**src/rtl/audio_i2s_player.sv**
```systemverilog
// rtl/audio_i2s_player.sv - two-channel square-tone generator streaming 16-bit I2S frames to a DAC
// Clocks derive from one 9-bit divider; samples are latched once per frame so the serializer never sees mid-frame changes.
module audio_i2s_player #(
    parameter int MIN_DIV = 2
) (
    input  logic        clk,
    input  logic        rst,
    input  logic [21:0] note_div_left,
    input  logic [21:0] note_div_right,
    input  logic [15:0] amplitude,
    output logic        audio_mclk,
    output logic        audio_sck,
    output logic        audio_lrck,
    output logic        audio_sdin
);

    logic [8:0]  cnt;
    logic [21:0] tcnt_l;
    logic [21:0] tcnt_r;
    logic [15:0] amp_neg;
    logic [15:0] sample_l;
    logic [15:0] sample_r;
    logic [15:0] word_l;
    logic [15:0] word_r;
    logic        lsb_hold;
    logic [4:0]  slot_nxt;
    logic [3:0]  bit_idx;
    logic        sdin_nxt;

    // The >= compare lets a counter above a freshly shrunk divider wrap at once.
    function automatic logic [21:0] tone_next(input logic [21:0] t, input logic [21:0] d);
        if (d < 22'(MIN_DIV)) begin
            return '0;
        end else if (t >= d - 22'd1) begin
            return '0;
        end else begin
            return t + 22'd1;
        end
    endfunction

    function automatic logic [15:0] tone_sample(input logic [21:0] t, input logic [21:0] d,
                                                input logic [15:0] pos, input logic [15:0] neg);
        if (d < 22'(MIN_DIV)) begin
            return '0;
        end else if (t < (d >> 1)) begin
            return pos;
        end else begin
            return neg;
        end
    endfunction

    assign amp_neg  = 16'd0 - amplitude;
    assign sample_l = tone_sample(tcnt_l, note_div_left, amplitude, amp_neg);
    assign sample_r = tone_sample(tcnt_r, note_div_right, amplitude, amp_neg);

    assign audio_mclk = cnt[1];
    assign audio_sck  = cnt[3];
    assign audio_lrck = cnt[8];

    always_ff @(posedge clk) begin
        if (rst) begin
            cnt    <= '0;
            tcnt_l <= '0;
            tcnt_r <= '0;
        end else begin
            cnt    <= cnt + 9'd1;
            tcnt_l <= tone_next(tcnt_l, note_div_left);
            tcnt_r <= tone_next(tcnt_r, note_div_right);
        end
    end

    always_ff @(posedge clk) begin
        if (rst) begin
            word_l   <= '0;
            word_r   <= '0;
            lsb_hold <= 1'b0;
        end else begin
            if (cnt == 9'd511) begin
                word_l <= sample_l;
                word_r <= sample_r;
            end
            // Right word's LSB is sent in the next frame's left slot 0, after word_r is overwritten.
            if (cnt == 9'd255) begin
                lsb_hold <= word_r[0];
            end
        end
    end

    // Slot/channel that begins at the coming sck falling edge; slot s carries bit 16-s.
    assign slot_nxt = cnt[8:4] + 5'd1;
    assign bit_idx  = 4'd0 - slot_nxt[3:0];

    always_comb begin
        sdin_nxt = 1'b0;
        if (slot_nxt[3:0] == 4'd0) begin
            sdin_nxt = slot_nxt[4] ? word_l[0] : lsb_hold;
        end else begin
            sdin_nxt = slot_nxt[4] ? word_r[bit_idx] : word_l[bit_idx];
        end
    end

    always_ff @(posedge clk) begin
        if (rst) begin
            audio_sdin <= 1'b0;
        end else if (cnt[3:0] == 4'hF) begin
            audio_sdin <= sdin_nxt;
        end
    end

endmodule

```
**config.mk**
```make
export PLATFORM = sky130hd
export DESIGN_NAME = audio_i2s_player
export DESIGN_NICKNAME = d
export VERILOG_FILES = /design/src/rtl/audio_i2s_player.sv
export SDC_FILE = /design/constraint.sdc
export NUM_CORES = 1
export LEC_CHECK = 0
export CORE_MARGIN = 2
export CORE_UTILIZATION = 64
export CTS_CLUSTER_SIZE = 20
export DETAILED_ROUTE_END_ITERATION = 12
export GPL_ROUTABILITY_DRIVEN = 0
export GPL_TIMING_DRIVEN = 0
export PLACE_DENSITY = 0.88
export SYNTH_ARGS = -nofsm -noshare
export SYNTH_HDL_FRONTEND = slang
export SYNTH_SLANG_ARGS = --single-unit
```
**constraint.sdc**
```tcl
create_clock -name clk -period 8.2 [get_ports clk]
set_clock_uncertainty 0.1 [all_clocks]
set_input_delay 1.64 -clock clk [delete_from_list [all_inputs] [get_ports clk]]
set_output_delay 1.64 -clock clk [all_outputs]
set_load 0.02 [all_outputs]
```
==> metrics.txt <==
Synth Area in Compound Gates 15.10%; Mean Syn Cell Area 8.394 um^2; Port Buffer Count 57; CTS Buf Count 9; critical path class in2reg; hold_buf cts 0; drc violations 0; post-route ant nets 0; post-synthesis simple-gate area fraction 23.15%; Site Rows 38; vias in the first global route around 6000; grt ovf 0; main flop type after synthesis dfxtp_1; worst relative slew slack between 40% and 50%; Clock Sinks 87; Synth Instances 859; status completed; synth warn 0; register bit total from synthesis 87; Post-synth top cells nor2_1 (104), ha_1 (93), dfxtp_1 (87); CP Data Arrival Time about 6000 ps; adder-cell share of the synthesized area 16.14%; Initial Util about two thirds; worst vdd ir roughly 0.14 mV; die outline height 110.1 um; ant diodes 0; worst min path class reg2reg; RR Startpoint tcnt_l[20]$_SDFF_PP0_; H-tree depth 3; XOR/XNOR Fraction of Synth Area 12.15%; global-route wire length before repair 28.39 mm; Post-synth EDFFs 0; Power Density 119.3 mW/mm^2; IO Count 66; CTS tree built; Via density 6.135; post-DR wirelength/cell 15.96 um; Max Freq 170.5 MHz; post-CTS resize count 0; post-synth top area cell dfxtp_1; Die ar. 0.01213 mm^2; initial antenna violation count 0; post-route clock period utilization a little under three quarters; 1st-iter DRT viols 582; Total Neg Setup Slack 0 ps; final setup violation count 0; FFs w/ async S/R, synth 0%; LEAKAGE 3.583 nW; Slew Limit Fails 0; largest net degree at the start of global routing 16; Die Wd 110.1 um; most instantiated library cell after synthesis nor2_1; layout cell share with drive strength beyond 1 under 10%; WP data required 8320 ps; Setup crit start kind input port; root buf cell clkbuf_16; CP Capture Type flop; largest family of logic cells by synthesized area simple AND/OR/NAND/NOR gates; post-synthesis sequential area ratio roughly 24%; Hold Path Origin word_r[15]$_SDFFE_PP0N_; Post-layout nets 1082; DR vias 6577; pre-CTS worst setup slack just under 2000 ps; Synth Net Count 1014; RSZ-0062 raised after global routing false; dpl hpwl 13.22 mm; final setup margin ~2300 ps; maxcap violations 0; Tmin final 5866 ps; synth top area cells dfxtp_1 (24%), ha_1 (16%), xnor2_1 (6.4%), xor2_1 (5.7%), nor2_1 (5.4%); Worst-Skew Late Latency 350 ps; Netlist Area Pre-Place 0.007211 mm^2; post-synth top area share 24.15%; Layout area overhead 14.54%; Setup crit start note_div_right[2]; TritonRoute pass-1 iters 6; Core Region 0.01094 mm^2; post-synthesis mux area share 3.505%; Cell variety after synth 73; Total GRT Usage 29.48%; Post-CTS Setup Bufs 0; Routed WL 17.11 mm; Clk pin slew, worst setup/hold paths ~70 ps; Hold Fails Final Rpt 0; CP max FO 10; Max clock buf depth 2; Worst Max-Slew Pin Slew ~870 ps
routing by layer:
metal | vias up | track usage, % | wire, um
li1 | 3231 | - | -
met1 | 3092 | 37.69 | 7708
met2 | 220 | 50.22 | 8090
met3 | 34 | 4.409 | 903
met4 | 0 | 10.98 | 404
met5 | - | 0 | 0
placed cells by master (no fill, tap or decap), drive strengths merged, types with 4 or more instances in the layout:
master and count:
a21o 34, a21oi 21, a222oi 9, a31oi 11, a32oi 4, and3 14
and4 6, buf 8, clkbuf 34, clkdlybuf4s50 57, dfxtp 87, ha 93
inv 56, mux2i 5, mux4 8, nand2 51, nand2b 8, nand3 39
nand3b 4, nand4 24, nor2 105, nor2b 9, nor3 25, nor4 11
o21ai 36, o21bai 7, o22ai 4, o311ai 5, o31ai 8, or3 7
or4 5, xnor2 53, xor2 47
flip-flops by register name, summed over array words and instances (netlist names):
signal / count
tcnt_l: 22
lsb_hold: 1
word_l: 16
word_r: 16
cnt: 9
tcnt_r: 22
audio_sdin: 1
cell families after synthesis:
group	count (synthesis)
compound gates	158
xor+xnor	100
buf+inv	85
fa+ha+maj	93
simple gates	321
flops	87
mux	15
final cells by class:
class | instances | area (um^2)
buffer | 31 | 216.5
multi-input combinational | 687 | 5050
fill | 838 | 2676
tap | 140 | 175.2
timing repair buffer | 57 | 570.5
clock buffer | 12 | 266.5
inverter | 54 | 202.7
clock inverter | 4 | 36.28
sequential | 87 | 1742
per-stage QoR:
step           cells  total power [mW]  utilization [%]  cell area [um^2]  hold WS [ps]
6_report        1072            0.9855            75.53              8259         347.1
2_1_floorplan    859            0.5187                -              7211         317.0
4_1_cts         1072            0.9842            75.53              8259         350.7
3_3_place_gp    1056            0.5732            72.76              7956         329.9
3_5_place_dp    1056            0.5768            72.76              7956         338.7
5_1_grt         1072             1.016            75.53              8259         366.7
critical path: stages:
cell             delay, ps
clkdlybuf4s50_1        490
nor4_2                 420
nand3_1                160
nor3_2                 230
nand2_1                140
nor3_1                 300
nand2_1                160
nor4_1                 310
xnor2_1                110
ha_1                   300
nand4_1                150
or2_2                  340
nor2_1                 150
o21ai_0                150
nand3_1                100
nor2_1                  40
nand3_1                210
clkbuf_1               440
nor2_1                 120
worst paths after layout:
kind | slack [ps] | cells past startpoint | end
setup / recovery | 2330 | 19 | tcnt_r[19]$_SDFF_PP0_
hold reg to reg | 350 | 2 | word_r[15]$_SDFFE_PP0N_
setup reg to reg | 4890 | 8 | word_l[9]$_SDFFE_PP0N_
hold / removal | 350 | 2 | word_r[15]$_SDFFE_PP0N_
power breakdown:
part | internal (mW) | switching (mW)
registers | 0.426 | 0.00519
logic | 0.0662 | 0.0719
clock network | 0.234 | 0.182
No activity file was read; power rests on OpenSTA's default activity.
